[config.mk]
export PLATFORM = sky130hd
export DESIGN_NAME = rtc_reg_bank_alarm
export DESIGN_NICKNAME = d
export VERILOG_FILES = /design/src/rtl/rtc_reg_bank_alarm.sv
export SDC_FILE = /design/constraint.sdc
export NUM_CORES = 1
export LEC_CHECK = 0
export ABC_CLOCK_PERIOD_IN_PS = 3800
export BUFFER_PORTS_ARGS = -buffer_cell sky130_fd_sc_hd__buf_4
export CAP_MARGIN = 0
export CORE_ASPECT_RATIO = 1.5
export CORE_MARGIN = 1.5
export CORE_UTILIZATION = 48
export CTS_CLUSTER_SIZE = 30
export DETAILED_ROUTE_END_ITERATION = 10
export PLACE_DENSITY_LB_ADDON = 0.1
export SYNTH_ARGS = -nofsm -noshare
export SYNTH_HDL_FRONTEND = slang
export SYNTH_SLANG_ARGS = --single-unit
[constraint.sdc]
create_clock -name clk -period 3.8 [get_ports clk]
set_input_delay 0.57 -clock clk [delete_from_list [all_inputs] [get_ports clk]]
set_output_delay 0.57 -clock clk [all_outputs]
set_load 0.1 [all_outputs]
[src/rtl/rtc_reg_bank_alarm.sv]
// RTC register bank: CPU-loaded / counter-tracking channels, readback and timer alarm FSM.
// Define REG_BANK_SNAPSHOT_EN to add a snap-loaded shadow bank driving ch_out.
module rtc_reg_bank_alarm #(
    parameter int N_CH    = 10,
    parameter int W       = 8,
    parameter int AW      = 4,
    parameter int TMR_SEC = 6,
    parameter int TMR_MIN = 7,
    parameter int TMR_HOR = 8
) (
    input  logic              clk,
    input  logic              reset,
    input  logic              wr_en,
    input  logic [AW-1:0]     wr_addr,
    input  logic [W-1:0]      wr_data,
    input  logic [N_CH-1:0]   src_cnt,
    input  logic [N_CH-1:0]   hold,
    input  logic [N_CH*W-1:0] count_data,
    input  logic [AW-1:0]     rd_addr,
    output logic [W-1:0]      rd_data,
    output logic [N_CH*W-1:0] ch_out,
`ifdef REG_BANK_SNAPSHOT_EN
    input  logic              snap,
`endif
    input  logic              cfg_mode,
    input  logic              alarm_ack,
    output logic              alarm,
    output logic              show_count
);

    typedef enum logic [1:0] {
        IDLE  = 2'd0,
        CONF  = 2'd1,
        RUN   = 2'd2,
        ALARM = 2'd3
    } state_t;

    logic [W-1:0]      ch [N_CH];
    logic [N_CH*W-1:0] live_flat;
    logic [W-1:0]      rd_mux;
    logic [3*W-1:0]    tgt;
    logic [3*W-1:0]    cnt;
    logic              tgt_nz;
    logic              cnt_match;
    state_t            state;
    state_t            state_nx;

    // Addresses >= N_CH match no channel, so such writes fall through.
    for (genvar i = 0; i < N_CH; i++) begin : g_ch
        always_ff @(posedge clk or posedge reset) begin
            if (reset)
                ch[i] <= '0;
            else if (hold[i])
                ch[i] <= ch[i];
            else if (wr_en && wr_addr == AW'(i))
                ch[i] <= wr_data;
            else if (src_cnt[i])
                ch[i] <= count_data[i*W +: W];
        end
    end

    always_comb begin
        live_flat = '0;
        rd_mux    = '0;
        for (int i = 0; i < N_CH; i++) begin
            live_flat[i*W +: W] = ch[i];
            if (rd_addr == AW'(i))
                rd_mux = ch[i];
        end
    end

    always_ff @(posedge clk or posedge reset) begin
        if (reset)
            rd_data <= '0;
        else
            rd_data <= rd_mux;
    end

`ifdef REG_BANK_SNAPSHOT_EN
    logic [N_CH*W-1:0] shadow;

    always_ff @(posedge clk or posedge reset) begin
        if (reset)
            shadow <= '0;
        else if (snap)
            shadow <= live_flat;
    end

    assign ch_out = shadow;
`else
    assign ch_out = live_flat;
`endif

    // Target comes from the live bank; running value from the counters.
    assign tgt = {ch[TMR_HOR], ch[TMR_MIN], ch[TMR_SEC]};
    assign cnt = {count_data[TMR_HOR*W +: W],
                  count_data[TMR_MIN*W +: W],
                  count_data[TMR_SEC*W +: W]};
    assign tgt_nz    = |tgt;
    assign cnt_match = (cnt == tgt);

    always_ff @(posedge clk or posedge reset) begin
        if (reset)
            state <= IDLE;
        else
            state <= state_nx;
    end

    always_comb begin
        state_nx = state;
        unique case (state)
            IDLE: begin
                if (cfg_mode)
                    state_nx = CONF;
            end
            CONF: begin
                if (!cfg_mode)
                    state_nx = tgt_nz ? RUN : IDLE;
            end
            RUN: begin
                if (cfg_mode)
                    state_nx = CONF;
                else if (cnt_match)
                    state_nx = ALARM;
            end
            ALARM: begin
                if (alarm_ack)
                    state_nx = IDLE;
            end
            default: state_nx = IDLE;
        endcase
    end

    always_comb begin
        alarm      = 1'b0;
        show_count = 1'b1;
        unique case (state)
            RUN:     show_count = 1'b0;
            ALARM:   alarm      = 1'b1;
            default: ;
        endcase
    end

endmodule
**Word level (Yosys, flattened, before mapping)**

Cells that the tools add are included.

- Register bits: 90
- Logic and storage cells: 122

- Eq/ne operators: 26
- Muxes and demuxes: 39
- Bitwise gates (word level): 10
- Reductions and logical operators: 35

Operator list:

| kind | number |
|---|---|
| $mux 8 | 30 |
| $eq 4x3->1 const B | 8 |
| $eq 24x24->1 | 1 |
| $reduce_or 24->1 | 1 |
| $reduce_and 2->1 | 10 |
| $reduce_bool 2->1 | 10 |
| $eq 4x2->1 const B | 4 |
| $eq 4x4->1 const B | 4 |
| $mux 2 | 6 |
| $logic_and 1x1->1 | 10 |
| $not 1->1 | 10 |
| $eq 4x1->1 const B | 2 |
| $logic_not 4->1 | 2 |
| $pmux 2 s4 | 1 |
| $ne 2x2->1 const B | 3 |
| $eq 2x2->1 const B | 2 |
| $reduce_and 4->1 | 1 |
| $ne 3x3->1 const B | 1 |
| $eq 2x1->1 const B | 1 |
| $logic_not 2->1 | 1 |
| $mux 1 | 2 |

**Depth between registers and ports, before layout**

Gate-level depths: netlist (run 1).

- Depth in word-level cells: 11
- Gate-level depth with buffers: 7

**Least setup slack after synthesis (run 1)**

Ideal clock, no wire load.

- Kind: register to register
- From: reg ch, in the netlist ch_out[66]
- To: reg state[0]
- Library setup time: 98 ps
- Arrival: 1,822 ps
- Setup slack: 1,880 ps
- Cell stages (with the launch flop): 6
- Buffers on the path: 0
- Clock period less this slack: 1,920 ps
- Path through: dfrtp_1 > xnor2_1 > nand4_1 > nor4_1 > a311oi_1 > a211oi_1

- Cells in the longest elaborated chain, start to end: 3

Ends and longest elaborated chain:

| what | line | text |
|---|---|---|
| start, declared | 38 | `logic [W-1:0] ch [N_CH];` |
| start signal, assigned by index | 54 | `ch[i] <= ch[i];` |
| start signal, assigned by index | 56 | `ch[i] <= wr_data;` |
| start signal, assigned by index | 58 | `ch[i] <= count_data[i*W +: W];` |
| $eq 24x24->1 | 100 | `assign cnt_match = (cnt == tgt);` |
| $ne 3x3->1 (no line) | - |  |
| $reduce_and 4->1 (no line) | - |  |
| end signal, assigned | 106 | `state <= state_nx;` |
| end, declared | 45 | `state_t state;` |

Every way passes these cells.
A chain may end at the register's enable or synchronous reset.

**Final worst setup path (run 1)**

- From: in wr_addr[3]
- To: reg ch, in the netlist ch_out[3]

- Cells in the longest elaborated chain, start to end: 4
- Elaborated cells on any way between the ends: 5

Ends and longest elaborated chain:

| what | line | text |
|---|---|---|
| start, declared | 14 | `input logic [AW-1:0] wr_addr,` |
| $logic_not 4->1 (*) | 55 | `else if (wr_en && wr_addr == AW'(i))` |
| $logic_and 1x1->1 (*) | 55 |  |
| $reduce_bool 2->1 (no line) | - |  |
| $reduce_and 2->1 (no line) | - |  |

Mark *: on every way between the ends. The rest lies on a longest branch, timed or not.

==> results of run 1 <==
==> power by group <==
group / leakage, nW / switching [mW] / total, mW / internal, mW
registers: 1.12 / 0.182 / 1.28 / 1.09
clock network: 0.123 / 0.378 / 0.838 / 0.459
logic: 1.91 / 1.32 / 1.73 / 0.413
==> final cells by class <==
class                   count  area, um2  area share
multi-input cells         398       2562      0.3741
flip-flops and latches     90       2252      0.3288
repair buffers            212       1592      0.2323
clock buffers              10      239.0     0.03489
well taps                 117      146.4     0.02137
clock inverters             6      42.54    0.006210
inverters                   4      16.27    0.002374
==> worst paths after layout <==
kind / from / end / slack (ns) / cells after the start
min reg2reg: ch_out[43] / ch_out[43] / 0.52 / 2
min: reset / ch_out[20] / 0.34 / 3
max in group asynchronous: reset / ch_out[69] / 2.93 / 3
max reg2reg: ch_out[62] / state[0] / 2.08 / 5
max: wr_addr[3] / ch_out[3] / 1.88 / 6
min in group clk: alarm_ack / state[0] / 0.41 / 2
==> critical path: stages <==
cell     delay [ns]
buf_4          0.11
or3b_1         0.57
nor3_4         0.39
nor2b_1        0.23
a22oi_1        0.19
o21ai_1        0.08
==> metrics by stage <==
step                utilization  std cells  setup slack, ns
floorplan                     -        522           0.8947
global placement         0.6518        821            1.587
detailed placement       0.6518        821            1.535
CTS                      0.6797        837            1.908
global route             0.6797        837            1.732
finish                   0.6797        837            1.885
==> cell usage in the layout (no fill, tap or decap), types with 8 or more instances in the layout <==
cell type,n
a22oi_1,89
buf_4,212
clkbuf_16,9
dfrtp_1,90
mux4_2,8
nand2_1,85
nor2_1,10
nor2b_1,13
nor4_1,9
o21ai_0,71
o21ai_1,14
o21bai_1,10
xnor2_1,16
xor2_1,8
==> kinds of logic (layout without fill, tap and decap cells) <==
family	after synthesis	in the layout	synth area share
and+or+nand+nor	146	146	0.1450
AOI/OAI and AO/OA	211	211	0.2748
muxes	17	17	0.05505
DFF	90	90	0.4545
xor gates and xnor gates	24	24	0.04242
buffers and inverters	34	232	0.02828
==> flip-flops by register name (all words and copies together), names as in the netlist <==
name	flops
ch_out	80
rd_data	8
state	2
==> layer usage <==
layer	vias to the layer above	track usage	part of all wire
met5	-	0	0
met3	60	0.05297	0.080
met1	2494	0.3939	0.34
met4	0	0.1841	0.056
li1	2351	-	-
met2	337	0.5776	0.52
==> Yosys cell counts, drive strengths merged (7+ instances only) <==
cell type / n / area share
a22oi: 89 / 0.13
xor2: 8 / 0.014
o21bai: 10 / 0.015
clkbuf: 19 / 0.014
mux4: 8 / 0.036
nor4: 9 / 0.011
o21ai: 85 / 0.086
nor2: 16 / 0.018
buf: 11 / 0.011
nand2: 85 / 0.064
nor2b: 13 / 0.016
xnor2: 16 / 0.028
dfrtp: 90 / 0.45
mux2i: 7 / 0.014
==> metrics.yaml, run 1 <==
route:
  ant_nets: 0
  vias: 5242
  drt_iter0_markers: 472
  wirelength_um: 18010
  post_drt_via_cell_ratio: 6.263
  routedWlPerCell_um: 21.52
  drcViolationCount: 0
  firstDrtPassIters: 5
sta:
  worst_pin_slew_ns: 0.7604
  fin_skew_ns: 0.007358
  min_period_ns: 1.915
  slew_violations: 0
  fin_setup_tns_ns: 0
  rsz0062_at_grt: "no"
  fmax_mhz: 522.1
  hold_slack_ns: 0.3368
  hold_viol_final: 0
  slew_headroom: 0.4903
  period_share: 0.5041
  finalSetupViolCount: 0
setup_path:
  critPathMaxFanout: 10
  cp-end-kind: "flop"
  crit_type: "in -> reg"
  crit_required_ns: 4.03
  cp-start-kind: "input port"
  worstPathArrival_ns: 2.15
clock_tree:
  post-cts-setup-buffers: 0
  clk_latency_ns: 0.34
  cts_max_path_buffers: 2
  clock-sinks: 90
  hold_buffers: 0
  cts_inserted_buffers: 9
  clockRootBuffer: "clkbuf_16"
  clk_pin_slew_ns: 0.07
  post_cts_resized: 0
  cts_tree: "done"
  cts_max_level: 3
grt:
  grt_use_total: 0.3346
  grt_max_degree: 53
  grt.overflow.total: 0
  antenna_found_initial: 0
  grt_pass1_wl_um: 27420
  grt_pass1_vias: 5064
place:
  port_buffers: 210
  place.gp.congestion: 0.8873
  hpwl_um: 13570
  place_area_um2: 6569
floorplanning:
  start_util: 0.4916
  die_area_um2: 10950
  io_pins: 211
  fp.coreArea_um2: 10080
  die-width_um: 85.96
  std_cell_rows: 45
  die_h_um: 127.4
cells_and_area:
  syn_to_final_growth_pct: 38.26
  drive_gt1_frac: 0.3458
  diodes: 0
  stdcell_area_um2: 6850
  fin_nets: 836
  nFillCells: 832
pwr:
  finalPower_mw: 3.847
  power.static_leakage_nw: 3.149
  powerDensity_nw_per_um2: 561.6
  vdd_drop_max_mv: 0.3580
yosys:
  syn_area_um2: 4955
  synthArstFlopShare: 1.000
  synthDistinctLibCells: 45
  yosys_warnings: 0
  synth_area_per_cell_um2: 9.492
  synth_flop_cell: "dfrtp_1"
  syn_nets: 643
  synth_edf_count: 0
  synth-seq-cells: 90
  ys_seq_area_frac: 0.4545
  postSynthCellCount: 522
job:
  maxCapViolations: 0
hold_path:
  holdCritPathClass: "in -> async"
run_status:
  outcome: "completed"
(Power assumes the default switching activity.)
==> run 2, diff against run 1 <==
ABC_CLOCK_PERIOD_IN_PS = 1700   (was 3800)
CORE_UTILIZATION = 44   (was 48)
clock period = 1.7 ns   (was 3.8 ns; I/O delays follow)
==> run 2 against run 1 <==
Sequential share of layout area shrank 1.6 points. First-iteration DRC count fell by 27%. Register-to-register slack lost 2.0 ns. Critical path depth shrank 1. Cell count up 8.0%. Die area is 8.8% higher. Power up 140%. Highest routed layer unchanged.
==> metrics.yaml, run 2 (synthesis results as in run 1) <==
cells_and_area:
  regArea_um2: 2287
  stdcell_area_um2: 7323
  postLayoutCoreUtil: 0.6659
  drive_gt1_frac: 0.4174
  nFillCells: 931
  fin_nets: 873
  final_cell_mix: "248 x buf_4, 89 x a22oi_1, 85 x nand2_1"
  multi_input_area_um2: 2576
  largest_reg_flops: 80
  syn_to_final_growth_pct: 47.80
  diodes: 0
  layout_commonest_cell: "buf_4"
route:
  vias: 5450
  drt_iter0_markers: 346
  post_drt_via_cell_ratio: 6.029
  routedWlPerCell_um: 21.28
  drcViolationCount: 0
  wirelength_um: 19240
  ant_nets: 0
  firstDrtPassIters: 5
floorplanning:
  die_h_um: 133.0
  die-width_um: 89.65
  start_util: 0.4506
  std_cell_rows: 47
  fp.coreArea_um2: 11000
  die_area_um2: 11920
  io_pins: 211
clock_tree:
  clockRootBuffer: "clkbuf_16"
  post-cts-setup-buffers: 0
  cts_tree: "done"
  clock-sinks: 90
  cts_max_level: 3
  clk_latency_ns: 0.35
  cts_max_path_buffers: 2
  cts_inserted_buffers: 9
  clk_pin_slew_ns: 0.07
run_status:
  outcome: "completed"
grt:
  grt_max_degree: 91
  grt.overflow.total: 0
  antenna_found_initial: 0
  grt_pass1_vias: 5432
  grt_pass1_wl_um: 28750
  grt_use_total: 0.3269
setup_path:
  crit_required_ns: 1.96
  worst-path-buf-inv: 0
  startpoint: "ch_out[69]"
  crit_type: "reg -> reg"
  r2r_start: "ch_out[69]"
  path_cells: "xnor2_1 > nand4_1 > nor4_1 > a311oi_1 > a211oi_1"
  critPathTopFamily: "flip-flops"
  cp-end-kind: "flop"
  cpMaxStageDelayCell: "dfrtp_2"
  cp-start-kind: "flop"
  worstPathArrival_ns: 1.88
  slowest_delay_ns: 0.44
  critPathMaxFanout: 5
pwr:
  vdd_drop_max_mv: 0.6427
  power.static_leakage_nw: 3.368
  powerDensity_nw_per_um2: 1278
sta:
  period_share: 0.9514
  fin_setup_tns_ns: 0
  hold_viol_final: 0
  finalSetupViolCount: 0
  fin_skew_ns: 0.004506
  fmax_mhz: 618.3
  hold_slack_ns: 0.04349
  min_period_ns: 1.617
  worst_pin_slew_ns: 0.7010
  rsz0062_at_grt: "no"
  slew_headroom: 0.5317
  slew_violations: 0
job:
  maxCapViolations: 0
hold_path:
  holdCritPathClass: "in -> async"
place:
  port_buffers: 210
  hpwl_um: 14420
  place_area_um2: 6934
  place.gp.congestion: 0.9796
==> run 2: repair_timing <==
item / in CTS / in global routing
gates resized for setup: 0 / 2
hold buffers: 0 / 0
setup endpoints to repair: 0 / 2
==> run 2: layout make-up <==
cell class                      count  area share
Tap cell                          147     0.02512
Clock inverter                      6     0.01862
Sequential cell                    90      0.3123
Multi-Input combinational cell    398      0.3518
Clock buffer                       10     0.03263
Timing Repair Buffer              249      0.2570
Inverter                            4    0.002563
==> run 2: metrics by stage <==
step / setup WS [ns] / instances / power [mW]
2_1_floorplan: 0.0003879 / 522 / 5.653
3_3_place_gp: 0.03527 / 888 / 6.832
3_5_place_dp: 0.001810 / 888 / 6.873
4_1_cts: 0.06851 / 904 / 9.345
5_1_grt: 0.007670 / 904 / 9.628
6_report: 0.08264 / 904 / 9.359
==> run 2: final timing paths <==
path / end / slack [ns] / cells after the start
worst max-delay path: state[0] / 0.08 / 5
worst min-delay path: ch_out[79] / 0.04 / 3
worst max register to register: state[0] / 0.08 / 5
worst min register to register: ch_out[20] / 0.52 / 2
max in group asynchronous: ch_out[16] / 1.27 / 3
min in group clk: state[0] / 0.09 / 2
==> run 2: worst register-to-register path, stage by stage (launching register included) <==
cell and delay [ns]:
dfrtp_2 0.44, xnor2_1 0.33, nand4_1 0.14, nor4_1 0.27, a311oi_1 0.12, a211oi_1 0.23
==> run 2: report_power, final <==
group | switching, mW | internal, mW | leakage (nW) | total, mW
clock | 0.858 | 1.63 | 0.179 | 2.49
combinational | 3.03 | 0.999 | 2.11 | 4.03
sequential | 0.380 | 2.46 | 1.08 | 2.84
==> run 2: layer usage <==
| layer | routed length (um) | GRT usage |
|---|---|---|
| met1 | 6726 | 0.3753 |
| met2 | 10040 | 0.5518 |
| met3 | 1322 | 0.04803 |
| met4 | 1147 | 0.2051 |
| met5 | 0 | 0 |
